## src/rtl/mem_bus_arbiter_if.sv

```systemverilog
// -----------------------------------------------------------------------------
// mem_bus_arbiter_if
//   Bundle of every signal between the two-master arbiter, its two masters and
//   the 8-bit memory/IO map.
//
//   Master 0 / master 1 request side (driven by the masters):
//     mN_req    level request
//     mN_we     1 = write, 0 = read
//     mN_lock   keep ownership for the next request (wins ties only)
//     mN_addr   8-bit address
//     mN_wdata  8-bit write data
//   Master 0 / master 1 response side (driven by the arbiter):
//     mN_ack    one-cycle completion pulse
//     mN_rdata  read data, valid with mN_ack and held until the next read
//   Memory side:
//     mem_addr, mem_wdata, mem_we  driven by the arbiter
//     mem_rdata                    driven by the memory/IO map
//   Status:
//     grant  one-hot owner during ACCESS/RESP, 2'b00 in IDLE
//     busy   high whenever the arbiter is not IDLE
//
//   Modports:
//     slave   the arbiter's view
//     master  the environment's view (masters plus memory map)
// -----------------------------------------------------------------------------
interface mem_bus_arbiter_if;

  logic       m0_req;
  logic       m0_we;
  logic       m0_lock;
  logic [7:0] m0_addr;
  logic [7:0] m0_wdata;
  logic       m0_ack;
  logic [7:0] m0_rdata;

  logic       m1_req;
  logic       m1_we;
  logic       m1_lock;
  logic [7:0] m1_addr;
  logic [7:0] m1_wdata;
  logic       m1_ack;
  logic [7:0] m1_rdata;

  logic [7:0] mem_addr;
  logic [7:0] mem_wdata;
  logic       mem_we;
  logic [7:0] mem_rdata;

  logic [1:0] grant;
  logic       busy;

  modport slave (
    input  m0_req, m0_we, m0_lock, m0_addr, m0_wdata,
    output m0_ack, m0_rdata,
    input  m1_req, m1_we, m1_lock, m1_addr, m1_wdata,
    output m1_ack, m1_rdata,
    output mem_addr, mem_wdata, mem_we,
    input  mem_rdata,
    output grant, busy
  );

  modport master (
    output m0_req, m0_we, m0_lock, m0_addr, m0_wdata,
    input  m0_ack, m0_rdata,
    output m1_req, m1_we, m1_lock, m1_addr, m1_wdata,
    input  m1_ack, m1_rdata,
    input  mem_addr, mem_wdata, mem_we,
    output mem_rdata,
    input  grant, busy
  );

endinterface : mem_bus_arbiter_if

```

## src/rtl/mem_bus_arbiter.sv

```systemverilog
// -----------------------------------------------------------------------------
// mem_bus_arbiter
//   Two-master arbiter and sequencer for the 8-bit memory/IO bus. Exactly one
//   transaction owns the bus at a time, and each transaction makes exactly one
//   clean access, which matters for IO registers with read side effects.
//
//   Arbitration is round-robin between master 0 (CPU) and master 1 (boot
//   loader / DMA). A master that completes with its lock input high becomes
//   the lock owner and wins the next tie.
//
//   Transaction flow:
//     IDLE   -> pick a winner, latch its addr/we/wdata, drive them to memory
//     ACCESS -> hold the latched access; writes last one cycle, reads RD_WAIT
//               cycles, with read data sampled on the last one
//     RESP   -> one-cycle ack to the owner, update lock and fairness state
//
//   Parameters:
//     RD_WAIT  cycles a read address is held before mem_rdata is sampled (1..4)
//
//   Ports:
//     clk    system clock, rising edge
//     reset  asynchronous, active-high reset
//     bus    mem_bus_arbiter_if.slave (masters, memory map, grant, busy)
// -----------------------------------------------------------------------------
module mem_bus_arbiter #(
  parameter int RD_WAIT = 1
) (
  input  logic                  clk,
  input  logic                  reset,
  mem_bus_arbiter_if.slave      bus
);

  typedef enum logic [1:0] {
    ST_IDLE   = 2'd0,
    ST_ACCESS = 2'd1,
    ST_RESP   = 2'd2
  } state_t;

  // Counter reload for reads: the address is held RD_WAIT cycles in total,
  // the last of which is the one where the counter reads zero.
  localparam logic [1:0] RD_LOAD = 2'(RD_WAIT - 1);

  // ---------------------------------------------------------------------------
  // State
  // ---------------------------------------------------------------------------
  state_t     r_state;
  logic       r_owner;       // 0 = master 0, 1 = master 1 (valid outside IDLE)
  logic       r_we;          // latched direction of the current transaction
  logic [1:0] r_cnt;         // ACCESS wait counter
  logic       r_last;        // master served most recently
  logic       r_lock_valid;  // a lock owner exists
  logic       r_lock_owner;  // which master holds the lock
  logic [1:0] r_grant;

  logic [7:0] r_mem_addr;
  logic [7:0] r_mem_wdata;
  logic       r_mem_we;

  logic       r_m0_ack;
  logic       r_m1_ack;
  logic [7:0] r_m0_rdata;
  logic [7:0] r_m1_rdata;

  // ---------------------------------------------------------------------------
  // Winner selection (only consumed in IDLE)
  // ---------------------------------------------------------------------------
  logic       w_sel_valid;
  logic       w_sel;
  logic       w_sel_we;
  logic [7:0] w_sel_addr;
  logic [7:0] w_sel_wdata;
  logic       w_owner_lock;
  logic       w_lock_owner_req;

  // NOTE: every signal assigned in always_comb gets a default first, so no
  // path through the block leaves it unassigned and no latch is inferred.
  always_comb begin
    w_sel_valid = bus.m0_req | bus.m1_req;
    w_sel       = 1'b0;
    if (bus.m0_req && bus.m1_req) begin
      // On a tie the lock owner wins; both are requesting here, so the owner
      // is by definition still requesting. Otherwise alternate.
      if (r_lock_valid) begin
        w_sel = r_lock_owner;
      end else begin
        w_sel = ~r_last;
      end
    end else if (bus.m1_req) begin
      w_sel = 1'b1;
    end
  end

  always_comb begin
    w_sel_we    = bus.m0_we;
    w_sel_addr  = bus.m0_addr;
    w_sel_wdata = bus.m0_wdata;
    if (w_sel) begin
      w_sel_we    = bus.m1_we;
      w_sel_addr  = bus.m1_addr;
      w_sel_wdata = bus.m1_wdata;
    end
  end

  // Lock input of the master currently owning the bus, sampled in RESP.
  assign w_owner_lock     = r_owner ? bus.m1_lock : bus.m0_lock;
  // Request of the lock holder, used to drop a lock its owner has abandoned.
  assign w_lock_owner_req = r_lock_owner ? bus.m1_req : bus.m0_req;

  // ---------------------------------------------------------------------------
  // Sequencer
  // ---------------------------------------------------------------------------
  // NOTE: sequential state is written with non-blocking assignments only, so
  // every register samples the pre-edge value of every other register.
  always_ff @(posedge clk or posedge reset) begin
    if (reset) begin
      r_state      <= ST_IDLE;
      r_owner      <= 1'b0;
      r_we         <= 1'b0;
      r_cnt        <= 2'd0;
      r_last       <= 1'b1;   // master 0 wins the first tie
      r_lock_valid <= 1'b0;
      r_lock_owner <= 1'b0;
      r_grant      <= 2'b00;
      r_mem_addr   <= 8'h00;
      r_mem_wdata  <= 8'h00;
      r_mem_we     <= 1'b0;
      r_m0_ack     <= 1'b0;
      r_m1_ack     <= 1'b0;
      r_m0_rdata   <= 8'h00;
      r_m1_rdata   <= 8'h00;
    end else begin
      unique case (r_state)
        ST_IDLE: begin
          // A lock whose owner is no longer asking for the bus is released.
          if (r_lock_valid && !w_lock_owner_req) begin
            r_lock_valid <= 1'b0;
          end
          if (w_sel_valid) begin
            // The memory-side registers double as the latched request, so
            // later changes on the master inputs cannot reach the bus.
            r_owner     <= w_sel;
            r_grant     <= w_sel ? 2'b10 : 2'b01;
            r_we        <= w_sel_we;
            r_mem_addr  <= w_sel_addr;
            r_mem_wdata <= w_sel_wdata;
            r_mem_we    <= w_sel_we;
            r_cnt       <= w_sel_we ? 2'd0 : RD_LOAD;
            r_state     <= ST_ACCESS;
          end
        end

        ST_ACCESS: begin
          if (r_cnt != 2'd0) begin
            r_cnt <= r_cnt - 2'd1;
          end else begin
            // Dropping mem_we here bounds a write strobe to one cycle.
            r_mem_we <= 1'b0;
            if (!r_we) begin
              if (r_owner) begin
                r_m1_rdata <= bus.mem_rdata;
              end else begin
                r_m0_rdata <= bus.mem_rdata;
              end
            end
            r_m0_ack <= ~r_owner;
            r_m1_ack <= r_owner;
            r_state  <= ST_RESP;
          end
        end

        ST_RESP: begin
          r_m0_ack     <= 1'b0;
          r_m1_ack     <= 1'b0;
          r_lock_valid <= w_owner_lock;
          r_lock_owner <= r_owner;
          r_last       <= r_owner;
          r_grant      <= 2'b00;
          r_state      <= ST_IDLE;
        end

        default: begin
          r_mem_we <= 1'b0;
          r_m0_ack <= 1'b0;
          r_m1_ack <= 1'b0;
          r_grant  <= 2'b00;
          r_state  <= ST_IDLE;
        end
      endcase
    end
  end

  // ---------------------------------------------------------------------------
  // Outputs (all straight from registers)
  // ---------------------------------------------------------------------------
  assign bus.mem_addr  = r_mem_addr;
  assign bus.mem_wdata = r_mem_wdata;
  assign bus.mem_we    = r_mem_we;
  assign bus.m0_ack    = r_m0_ack;
  assign bus.m1_ack    = r_m1_ack;
  assign bus.m0_rdata  = r_m0_rdata;
  assign bus.m1_rdata  = r_m1_rdata;
  assign bus.grant     = r_grant;
  assign bus.busy      = (r_state != ST_IDLE);

endmodule : mem_bus_arbiter

```

## src/flat_wrapper.sv

```systemverilog
// flat-port wrapper written by rule: the top's interface ports become plain ports
module mem_bus_arbiter_flat 
#(
  parameter int RD_WAIT = 1
)
  (clk, reset, bus_m0_req, bus_m0_we, bus_m0_lock, bus_m0_addr, bus_m0_wdata, bus_m0_ack, bus_m0_rdata, bus_m1_req, bus_m1_we, bus_m1_lock, bus_m1_addr, bus_m1_wdata, bus_m1_ack, bus_m1_rdata, bus_mem_addr, bus_mem_wdata, bus_mem_we, bus_mem_rdata, bus_grant, bus_busy);
  mem_bus_arbiter_if bus_i ();
  input  logic clk;
  input  logic reset;
  input wire logic [$bits(bus_i.m0_req)-1:0] bus_m0_req;
  input wire logic [$bits(bus_i.m0_we)-1:0] bus_m0_we;
  input wire logic [$bits(bus_i.m0_lock)-1:0] bus_m0_lock;
  input wire logic [$bits(bus_i.m0_addr)-1:0] bus_m0_addr;
  input wire logic [$bits(bus_i.m0_wdata)-1:0] bus_m0_wdata;
  output wire logic [$bits(bus_i.m0_ack)-1:0] bus_m0_ack;
  output wire logic [$bits(bus_i.m0_rdata)-1:0] bus_m0_rdata;
  input wire logic [$bits(bus_i.m1_req)-1:0] bus_m1_req;
  input wire logic [$bits(bus_i.m1_we)-1:0] bus_m1_we;
  input wire logic [$bits(bus_i.m1_lock)-1:0] bus_m1_lock;
  input wire logic [$bits(bus_i.m1_addr)-1:0] bus_m1_addr;
  input wire logic [$bits(bus_i.m1_wdata)-1:0] bus_m1_wdata;
  output wire logic [$bits(bus_i.m1_ack)-1:0] bus_m1_ack;
  output wire logic [$bits(bus_i.m1_rdata)-1:0] bus_m1_rdata;
  output wire logic [$bits(bus_i.mem_addr)-1:0] bus_mem_addr;
  output wire logic [$bits(bus_i.mem_wdata)-1:0] bus_mem_wdata;
  output wire logic [$bits(bus_i.mem_we)-1:0] bus_mem_we;
  input wire logic [$bits(bus_i.mem_rdata)-1:0] bus_mem_rdata;
  output wire logic [$bits(bus_i.grant)-1:0] bus_grant;
  output wire logic [$bits(bus_i.busy)-1:0] bus_busy;
  assign bus_i.m0_req = bus_m0_req;
  assign bus_i.m0_we = bus_m0_we;
  assign bus_i.m0_lock = bus_m0_lock;
  assign bus_i.m0_addr = bus_m0_addr;
  assign bus_i.m0_wdata = bus_m0_wdata;
  assign bus_m0_ack = bus_i.m0_ack;
  assign bus_m0_rdata = bus_i.m0_rdata;
  assign bus_i.m1_req = bus_m1_req;
  assign bus_i.m1_we = bus_m1_we;
  assign bus_i.m1_lock = bus_m1_lock;
  assign bus_i.m1_addr = bus_m1_addr;
  assign bus_i.m1_wdata = bus_m1_wdata;
  assign bus_m1_ack = bus_i.m1_ack;
  assign bus_m1_rdata = bus_i.m1_rdata;
  assign bus_mem_addr = bus_i.mem_addr;
  assign bus_mem_wdata = bus_i.mem_wdata;
  assign bus_mem_we = bus_i.mem_we;
  assign bus_i.mem_rdata = bus_mem_rdata;
  assign bus_grant = bus_i.grant;
  assign bus_busy = bus_i.busy;
  mem_bus_arbiter #(.RD_WAIT(RD_WAIT)) u_core (.clk(clk), .reset(reset), .bus(bus_i));
endmodule
```

## config.mk

```make
export PLATFORM = sky130hd
export DESIGN_NAME = mem_bus_arbiter_flat
export DESIGN_NICKNAME = d
export VERILOG_FILES = /design/src/rtl/mem_bus_arbiter_if.sv /design/src/rtl/mem_bus_arbiter.sv /design/src/flat_wrapper.sv
export SDC_FILE = /design/constraint.sdc
export NUM_CORES = 1
export LEC_CHECK = 0
export ABC_AREA = 1
export CAP_MARGIN = 20
export CORE_ASPECT_RATIO = 1.2
export CORE_MARGIN = 3
export CORE_UTILIZATION = 45
export DETAILED_ROUTE_END_ITERATION = 8
export GPL_TIMING_DRIVEN = 0
export PLACE_DENSITY = 0.8
export SYNTH_ARGS = -nofsm -noshare
export SYNTH_HDL_FRONTEND = slang
export SYNTH_SLANG_ARGS = --single-unit
```

## constraint.sdc

```tcl
create_clock -name clk -period 2.45 [get_ports clk]
set_input_delay 0.49 -clock clk [delete_from_list [all_inputs] [get_ports clk]]
set_output_delay 0.49 -clock clk [all_outputs]
set_load 0.005 [all_outputs]
```

# After elaboration in Yosys (flattened, before gate mapping)
# Index checks and enable logic that the tools add are counted.
# Widths: inputs -> output; s select.
# op_classes
add_sub_neg,1
bitwise,8
eq_ne,6
mux,26
n_reduce_logical,17
# op_table
operator,count
$mux 8,2
$mux 2,6
$pmux 2 s2,3
$mux 1,11
$reduce_and 2->1,5
$reduce_and 4->1,2
$reduce_bool 2->1,4
$not 1->1,7
$ne 2x1->1 const B,3
$pmux 1 s2,3
$reduce_and 3->1,2
$pmux 1 s3,1
$eq 2x1->1 const B,1
$eq 2x2->1 const B,1
$logic_and 1x1->1,2
$logic_not 2->1,1
$ne 2x2->1 const B,1
$sub 2x1->2 const B,1
$logic_not 1->1,1
$or 1x1->1,1
# totals
word_cells,73
ff_bits,46

# Depth between registers and ports, before layout
# Gate-level depths: netlist of run 1.
# logic_depth
ltp_word,6
ltp_mapped,7
mapped_depth_nobuf,7

# Worst setup path after synthesis of run 1
# No wires, ideal clock.
# synth_path
path_type,flip-flop to flip-flop
start,reg u_core.r_cnt[0]
end,"reg u_core.r_m1_rdata[0], in the netlist u_core.bus.m1_rdata[0]"
path_slack_ps,1182
setup_time_ps,126
stages_incl_launch_ff,7
arrival_ps,1142
required_ps,2324
cell_sequence,dfrtp_1 > inv_1 > ha_1 > nand2_4 > nor3_4 > buf_6 > o21ai_0
# synth_between
elab_chain_cells,3
# synth_lines
element,line,text
from (decl),mem_bus_arbiter.sv:49,logic [1:0] r_cnt;
from (signal assigned),mem_bus_arbiter.sv:147,r_cnt <= w_sel_we ? 2'd0 : RD_LOAD;
from (signal assigned),mem_bus_arbiter.sv:154,r_cnt <= r_cnt - 2'd1;
$reduce_bool 2->1,mem_bus_arbiter.sv:153,if (r_cnt != 2'd0) begin
$not 1->1 (no source line),-,
$reduce_and 4->1 (no source line),-,
to (signal assigned),mem_bus_arbiter.sv:160,r_m1_rdata <= bus.mem_rdata;
to (decl),mem_bus_arbiter.sv:62,logic [7:0] r_m1_rdata;
# Every way passes these cells.
# A chain may end at the register's enable or synchronous reset.

# Worst setup path in the final report of run 1
# layout_path
start,reg u_core.r_state[1]
end,out bus_busy
# layout_between
elab_chain_cells,1
# layout_lines
element,line,text
from (decl),mem_bus_arbiter.sv:46,state_t r_state;
from (signal assigned),mem_bus_arbiter.sv:116,r_state <= ST_IDLE;
from (signal assigned),mem_bus_arbiter.sv:148,r_state <= ST_ACCESS;
from (signal assigned),mem_bus_arbiter.sv:167,r_state <= ST_RESP;
$reduce_bool 2->1,mem_bus_arbiter.sv:203,assign bus.busy = (r_state != ST_IDLE);
to (decl),flat_wrapper.sv:29,output wire logic [$bits(bus_i.busy)-1:0] bus_busy;
# Every way passes these cells.

==> run metrics, run 1 <==
outcome=finished, final reports clean; post-CTS sizing=0; Max Cap Violations=0; # DRC=0; dpl cells=between 400 and 500; Syn. warnings=0; Pins Over Slew Limit=0; std cell rows=27; Port Buf Inserts=85; worst-case clock buffer depth=2; worst vdd ir=683 uV; initial DRC count=97; # setup viols final=0; vias per cell=4.88; vias in the first global route=approximately 2200; Worst-path clk slew=0.08 ns; relative slew slack=62.1%; Root Driver=clkbuf_8; Setup crit start kind=flip-flop; Setup CP Type=reg -> out; final critical-path share of the clock period=81.9%; Leak Pwr=between 1.5 and 2 nW; commonest non-fill, non-tap cell in the layout=clkdlybuf4s50_1; largest net degree at the start of global routing=26; Overflow after GRT=0; Post-Route WL=5730 um; Finished Core Util=70.4%; diode count=0; wire length of the first global-routing pass=9840 um; H-tree level count=2; Vias=approximately 2100; worst-path maximum fanout=5; final net count=~430; Cells after Synth=284; hold_buf cts=0; Non-Filler Instances=436; number of synthesized register bits=46; mapped cell area=2250 um2; sequential fraction of the synthesis area=between 50% and 60%; count of different cell masters after synthesis=21; initial antenna violation count=0; Setup Skew=between 0.003 and 0.004 ns; die width=70.6 um; WP data required=1.96 ns; Overall Global Routing Usage=20.4%; fmax=499 MHz; RSZ-0062 raised after global routing=false; most frequent cells in the layout=85 x clkdlybuf4s50_1, 72 x nand2_1, 63 x nand3_1; share of cells above drive strength 1=8.47%; Ports=86; Pwr Density=1100 nW/um2; initial core utilization=48.0%; worst skew pair latency=0.29 ns; Post-Syn Nets=333; Num CTS Buffers=5; drt pass-1 iters=4; setup TNS=0 ns; final RePlAce weighted congestion=between 0.7 and 0.8; die span in y=83.5 um; worst-margin pin slew=0.566 ns; CTS tree=built; final hold violation count=0; FILL cells=between 300 and 400; Hold Crit Class=reg -> reg; die area=approximately 5900 um2; layout overhead on the synthesized area=46.8%; Worst Setup End Kind=output pin; crit path DAT=about 1.5 ns; Post-DRT Antenna Nets=0; Avg Synthesized Cell Area=7.93 um2; Tmin final=2.01 ns; Num Clock Sinks=46; core box area=around 4700 um2; Routed wire per std cell=13.1 um; hpwl dp=4400 um; setup bufs post-CTS=0
flip-flops by register name (all words and copies together), names as in the netlist, 2 cells and up:
register,cells
u_core.r_state,2
u_core.bus.grant,2
u_core.bus.mem_wdata,8
u_core.bus.m1_rdata,8
u_core.bus.mem_addr,8
u_core.bus.m0_rdata,8
u_core.r_cnt,2
power by group:
| part | internal (mW) | switching, mW | leakage, nW |
|---|---|---|---|
| registers | 1.13 | 0.227 | 0.565 |
| clock network | 0.304 | 0.251 | 0.0514 |
| logic | 0.918 | 0.823 | 1.05 |
| total | 2.35 | 1.30 | 1.66 |
final cells by class:
cell class	instances	area (um2)	area share [%]
Tap cell	58	72.6	2.20
Clock buffer	6	72.6	2.20
Clock inverter	2	37.5	1.14
Buffer	9	62.6	1.89
Multi-Input combinational cell	173	827	25.0
Inverter	56	210	6.36
Timing Repair Buffer	86	871	26.3
Sequential cell	46	1150	34.9
metal layers:
layer  wire length, um  vias to the layer above  share of wire [%]  track usage, %
li1                  -                     1077                  -               -
met1              2450                      970                 43            25.9
met2              2730                       76                 48            33.6
met3               497                        6                8.7            6.75
met4                44                        0               0.77            4.96
met5                 0                        -                  0               0
final timing paths:
check | startpoint | endpoint | slack (ns) | cells after the start
worst max-delay path | u_core.r_state[1] | bus_busy | 0.44 | 3
worst min-delay path | u_core.bus.m0_rdata[4] | u_core.bus.m0_rdata[4] | 0.47 | 2
worst max register to register | u_core.r_owner | u_core.bus.m0_rdata[1] | 0.94 | 4
worst min register to register | u_core.bus.m0_rdata[4] | u_core.bus.m0_rdata[4] | 0.47 | 2
max in group asynchronous | reset | u_core.r_last | 1.35 | 3
min in group asynchronous | reset | u_core.bus.m0_rdata[2] | 0.52 | 2
cell usage after synthesis:
cell type / number / area (um2)
inv_1: 52 / 195
nor2_1: 4 / 15.0
nor3_1: 1 / 5.00
dfrtp_1: 45 / 1130
buf_6: 3 / 33.8
nor2_4: 2 / 22.5
buf_2: 5 / 25.0
o21ai_2: 2 / 17.5
nand2_2: 2 / 12.5
nand3_1: 63 / 315
nor3_4: 1 / 16.3
nor2_2: 1 / 6.26
nand4_1: 2 / 12.5
nand2_4: 1 / 11.3
nand2_1: 72 / 270
inv_2: 4 / 15.0
dfstp_2: 1 / 26.3
ha_1: 1 / 12.5
clkbuf_1: 1 / 3.75
o21ai_0: 20 / 100
nand3_2: 1 / 10.0
cell families (layout without fill, tap and decap cells):
group	Yosys count	count (layout)	synth area share (%)
AND/OR/NAND/NOR	150	150	30.9
buffers and inverters	65	159	12.1
flip-flops	46	46	51.2
AO/OA/AOI/OAI	22	22	5.22
adder cells (fa/ha/maj)	1	1	0.555
worst max-delay path, cell delays in order (launching register included):
cell	delay, ns
dfrtp_1	0.46
nor2_2	0.23
inv_2	0.08
clkdlybuf4s50_1	0.45
through the flow:
| stage | cell area, um2 | worst slack, ns | hold slack [ns] | total power, mW |
|---|---|---|---|---|
| 4_1_cts | 3310 | 0.412 | 0.479 | 3.70 |
| 2_1_floorplan | 2250 | 0.874 | 0.459 | 2.19 |
| 3_3_place_gp | 3180 | -0.0724 | 0.454 | 3.06 |
| 3_5_place_dp | 3200 | 0.435 | 0.458 | 3.12 |
| 6_report | 3310 | 0.444 | 0.472 | 3.65 |
| 5_1_grt | 3310 | 0.362 | 0.514 | 3.96 |
Power figures use the tool's default switching activity.
==> run 2, diff against run 1 <==
CORE_UTILIZATION = 40   (was 45)
PLACE_DENSITY = 0.75   (was 0.8)
clock period = 1.65 ns   (was 2.45 ns; I/O delays follow)
==> run 2 against run 1 <==
Compared with the run above:
- via count increased by 0.94%
- sequential share of layout area about the same
- worst hold slack got worse by 0.17 ns
- sequential power increased by 49%
- core utilization decreased by 8.7 points
- combinational power increased by 52%
- clock power increased by 28%
- cell count increased by 1.4%
- highest routed layer unchanged
- final area increased by 0.30%
- largest cell class unchanged
==> run metrics, run 2 (synthesis results as in run 1) <==
share of cells above drive strength 1=9.74% (was 8.47%); final net count=428 (was 426); Post-DRT Antenna Nets=0 (unchanged); Root Driver=clkbuf_8 (unchanged); initial DRC count=82 (was 97); CTS tree=built (unchanged); commonest non-fill, non-tap cell in the layout=clkdlybuf4s50_1 (unchanged); vias in the first global route=2250 (was 2192); CP cell instances=clkdlybuf4s50_1 (was nor2_2 > inv_2 > clkdlybuf4s50_1); final RePlAce weighted congestion=0.857 (was 0.736); relative slew slack=67.9% (was 62.1%); Worst-path clk slew=0.09 ns (was 0.08 ns); CP bufs+invs=1 (was 2); vias per cell=4.86 (was 4.88); Hold Crit Class=in -> async (was reg -> reg); top sig layer=met4 (unchanged); std cell rows=29 (was 27); Total Power=5.38 mW (was 3.65 mW); core box area=5370 um2 (was 4700 um2); Ports=86 (unchanged); # DRC=0 (unchanged); WP data required=1.32 ns (was 1.96 ns); worst-margin pin slew=0.481 ns (was 0.566 ns); Post-Route WL=5980 um (was 5730 um); worst-case clock buffer depth=2 (unchanged); Vias=2149 (was 2129); worst hold slack=0.306 ns (was 0.472 ns); slowest CP cell=clkdlybuf4s50_1 (was dfrtp_1); H-tree level count=2 (unchanged); R2R Path Start=u_core.r_state[1] (was u_core.r_owner); hpwl dp=4580 um (was 4400 um); WL met3=529 um (was 497 um); dpl cells=432 (was 428); Num CTS Buffers=5 (unchanged); Pins Over Slew Limit=0 (unchanged); final hold violation count=0 (unchanged); largest net degree at the start of global routing=33 (was 26); diode count=0 (unchanged); Num Clock Sinks=46 (unchanged); Leak Pwr=1.67 nW (was 1.66 nW); Setup Skew=0.00977 ns (was 0.00356 ns); Tmin final=1.53 ns; die width=74.5 um (was 70.6 um); wire length on met1=2560 um (was 2450 um); crit-path max cell delay=0.51 ns (was 0.46 ns); worst skew pair latency=0.30 ns (was 0.29 ns); Overall Global Routing Usage=19.2% (was 20.4%); RSZ-0062 raised after global routing=false (unchanged); Non-Filler Instances=442 (was 436); Overflow after GRT=0 (unchanged); initial core utilization=41.9% (was 48.0%); Pwr Density=1620 nW/um2 (was 1100 nW/um2); die span in y=88.2 um (was 83.5 um); worst-path maximum fanout=2 (was 5); fmax=654 MHz; outcome=finished, final reports clean (unchanged); FILL cells=501 (was 389); worst vdd ir=925 uV (was 683 uV); Setup CP Type=reg -> out (unchanged); # setup viols final=0 (unchanged); layout overhead on the synthesized area=47.2% (was 46.8%); wire length of the first global-routing pass=9840 um (unchanged); die area=6570 um2 (was 5890 um2); length of routed met2 wiring=2810 um (was 2730 um); Port Buf Inserts=85 (unchanged); Setup crit start=u_core.bus.mem_wdata[3] (was u_core.r_state[1]); Setup crit start kind=flip-flop (unchanged); Routed wire per std cell=13.5 um (was 13.1 um); final critical-path share of the clock period=92.6%; family with the most delay on the worst path=buffers and inverters (unchanged); most frequent cells in the layout=84 x clkdlybuf4s50_1, 72 x nand2_1, 63 x nand3_1 (was 85 x clkdlybuf4s50_1, 72 x nand2_1, 63 x nand3_1); Worst Setup End Kind=output pin (unchanged); crit path DAT=1.20 ns (was 1.52 ns); drt pass-1 iters=4 (unchanged); initial antenna violation count=0 (unchanged); Max Cap Violations=0 (unchanged)
run 2: final timing paths:
check,end,slack (ns),cells after the start
min in group clk,u_core.bus.m0_rdata[2],0.48,2
min,u_core.bus.m1_rdata[6],0.31,2
max in group asynchronous,u_core.r_last,0.78,3
max reg2reg,u_core.bus.m1_rdata[7],0.17,6
min reg2reg,u_core.bus.m0_rdata[2],0.48,2
max,bus_mem_wdata[3],0.12,1
run 2: layout make-up:
cell class | count | area, um2 | share of cell area [%]
sequential | 46 | 1150 | 34.8
timing repair buffer | 88 | 885 | 26.7
multi-input combinational | 173 | 835 | 25.2
inverter | 56 | 210 | 6.34
clock buffer | 7 | 86.3 | 2.60
tap | 62 | 77.6 | 2.34
buffer | 9 | 62.6 | 1.89
clock inverter | 1 | 5.00 | 0.151
run 2: timing repair:
item / CTS / global route
pin swaps: 1 / 0
endpoints found under the setup margin: 1 / 8
gates resized for setup: 4 / 1
setup buffers: 2 / 0
hold buffers: 0 / 0
run 2: per-stage QoR:
step	cell area, um2	util (%)	setup TNS (ns)	setup WS [ns]
final	3320	61.7	0	0.122
after global placement	3180	59.2	-33.52	-0.705
after detailed placement	3200	59.6	-1.82	-0.187
after CTS	3310	61.7	0	0.0938
after global routing	3320	61.7	0	0.0210
after floorplan	2250	-	0	0.234
run 2: where the power goes:
group | internal, mW | switching [mW] | leakage (nW)
logic | 1.39 | 1.25 | 1.06
clock network | 0.338 | 0.373 | 0.0482
registers | 1.68 | 0.350 | 0.562
run 2: metal layers:
layer	vias to the layer above	track usage [%]
met5	-	0
met4	0	5.83
met1	979	23.1
li1	1079	-
met3	11	5.74
met2	80	32.9
==> run 3, diff against run 2 <==
CORE_MARGIN = 4   (was 3)
==> run 3 against run 2 <==
Compared with the run above:
- register-to-register slack gained 0.03 ns
- critical path type unchanged
- flip-flop and latch count unchanged
- critical endpoint is now bus_m0_rdata[4]
- die area rose by 5.0%
==> run metrics, run 3 (synthesis results as in run 1) <==
initial core utilization=41.9% (unchanged); worst skew pair latency=0.30 ns (about the same); dpl cells=432 (unchanged); Overall Global Routing Usage=18.2% (was 19.2%); hpwl dp=4640 um (was 4580 um); initial antenna violation count=0 (unchanged); Leak Pwr=1.68 nW (was 1.67 nW); Ports=86 (unchanged); Tmin final=1.50 ns (was 1.53 ns); final RePlAce weighted congestion=0.822 (was 0.857); Setup Skew=0.00813 ns (was 0.00977 ns); Port Buf Inserts=85 (unchanged); share of cells above drive strength 1=9.97% (was 9.74%); family with the most delay on the worst path=buffers and inverters (unchanged); diode count=0 (unchanged); fmax=665 MHz (was 654 MHz); H-tree level count=2 (unchanged); Worst R2R Path Depth=6 (unchanged); worst-case clock buffer depth=2 (unchanged); crit-path max cell delay=0.53 ns (was 0.51 ns); Crit path depth=1 (unchanged); # setup viols final=0 (unchanged); Post-Route WL=5920 um (was 5980 um); Max Cap Violations=0 (unchanged); CP endpoint=bus_m0_rdata[4] (was bus_mem_wdata[3]); worst-margin pin slew=0.550 ns (was 0.481 ns); vias in the first global route=2285 (was 2250); wire length of the first global-routing pass=10400 um (was 9840 um); Setup crit start kind=flip-flop (unchanged); R2R Path Start=u_core.r_state[1] (unchanged); CTS tree=built (unchanged); # DRC=0 (unchanged); Worst Setup End Kind=output pin (unchanged); RSZ-0062 raised after global routing=false (unchanged); worst-path maximum fanout=2 (unchanged); Non-Filler Instances=443 (was 442); outcome=finished, final reports clean (unchanged); final net count=429 (was 428); relative slew slack=63.3% (was 67.9%); Vias=2151 (was 2149); die width=76.5 um (was 74.5 um); worst vdd ir=870 uV (was 925 uV); Worst R2R End=u_core.bus.m1_rdata[6] (was u_core.bus.m1_rdata[7]); initial DRC count=83 (was 82); Overflow after GRT=0 (unchanged); crit path DAT=1.17 ns (was 1.20 ns); layout overhead on the synthesized area=47.9% (was 47.2%); most frequent cells in the layout=84 x clkdlybuf4s50_1, 72 x nand2_1, 63 x nand3_1 (unchanged); std cell rows=29 (unchanged); R2R setup slack=0.20 ns (was 0.17 ns); WP data required=1.32 ns (about the same); die area=6900 um2 (was 6570 um2); CP cell instances=clkdlybuf4s50_1 (unchanged); Root Driver=clkbuf_8 (unchanged); CP bufs+invs=1 (unchanged); Pwr Density=1610 nW/um2 (was 1620 nW/um2); vias per cell=4.86 (about the same); die span in y=90.2 um (was 88.2 um); Setup crit start=u_core.bus.m0_rdata[4] (was u_core.bus.mem_wdata[3]); slowest CP cell=clkdlybuf4s50_1 (unchanged); Routed wire per std cell=13.4 um (was 13.5 um); hold_buf cts=0 (unchanged); drt pass-1 iters=4 (unchanged); final hold violation count=0 (unchanged); worst hold slack=0.396 ns (was 0.306 ns); commonest non-fill, non-tap cell in the layout=clkdlybuf4s50_1 (unchanged); Worst-path clk slew=0.08 ns (was 0.09 ns); final critical-path share of the clock period=91.1% (was 92.6%); Pins Over Slew Limit=0 (unchanged); core box area=5370 um2 (unchanged); Num CTS Buffers=5 (unchanged); largest net degree at the start of global routing=25 (was 33); Setup CP Type=reg -> out (unchanged); Post-DRT Antenna Nets=0 (unchanged); Num Clock Sinks=46 (unchanged); Hold Crit Class=in -> async (unchanged)
==> run 3: final cells by class <==
type	instances	area [um2]
buffer	9	62.6
clock buffer	7	86.3
clock inverter	1	5.00
fill	478	2040
inverter	56	210
multi-input combinational	173	837
sequential	46	1150
tap	62	77.6
timing repair buffer	89	900
==> run 3: timing repair <==
action                     in CTS  in global routing
buffers inserted                3                  0
pin swaps                       1                  0
setup endpoints to repair       1                 18
resized for setup               3                  2
==> run 3: power by group <==
group	switching, mW	internal (mW)	total [mW]
Sequential	0.324	1.68	2.00
Clock	0.365	0.338	0.703
Combinational	1.26	1.41	2.67
Total	1.95	3.42	5.37
==> run 3: metrics by stage <==
| step | setup slack, ns | utilization, % | power, mW | setup TNS (ns) | instance area, um2 |
|---|---|---|---|---|---|
| 3_3_place_gp | -0.720 | 59.2 | 4.58 | -34.67 | 3180 |
| 4_1_cts | 0.0598 | 62.0 | 5.45 | 0 | 3330 |
| 6_report | 0.147 | 62.0 | 5.37 | 0 | 3330 |
| 2_1_floorplan | 0.234 | - | 3.25 | 0 | 2250 |
| 3_5_place_dp | -0.230 | 59.7 | 4.65 | -2.45 | 3210 |
| 5_1_grt | 0.0374 | 62.0 | 5.85 | 0 | 3330 |
==> run 3: worst min-delay path by stage <==
stage / end / slack, ns / depth (start not counted)
after floorplan: u_core.bus.m1_rdata[1] / 0.44 / 2
after global placement: u_core.bus.m0_rdata[5] / 0.45 / 2
after detailed placement: u_core.bus.m0_rdata[5] / 0.46 / 2
after CTS: u_core.bus.mem_wdata[4] / 0.41 / 2
after global routing: u_core.bus.mem_wdata[7] / 0.43 / 2
final: u_core.bus.grant[0] / 0.40 / 2
==> run 3: layer usage <==
layer,track usage [%],wire [um],part of all wire (%),vias up
met1,21.7,2510,42,981
met2,31.9,2850,48,88
met3,6.30,510,8.6,6
met4,3.63,48,0.81,0
li1,-,-,-,1076
met5,0,0,0,-
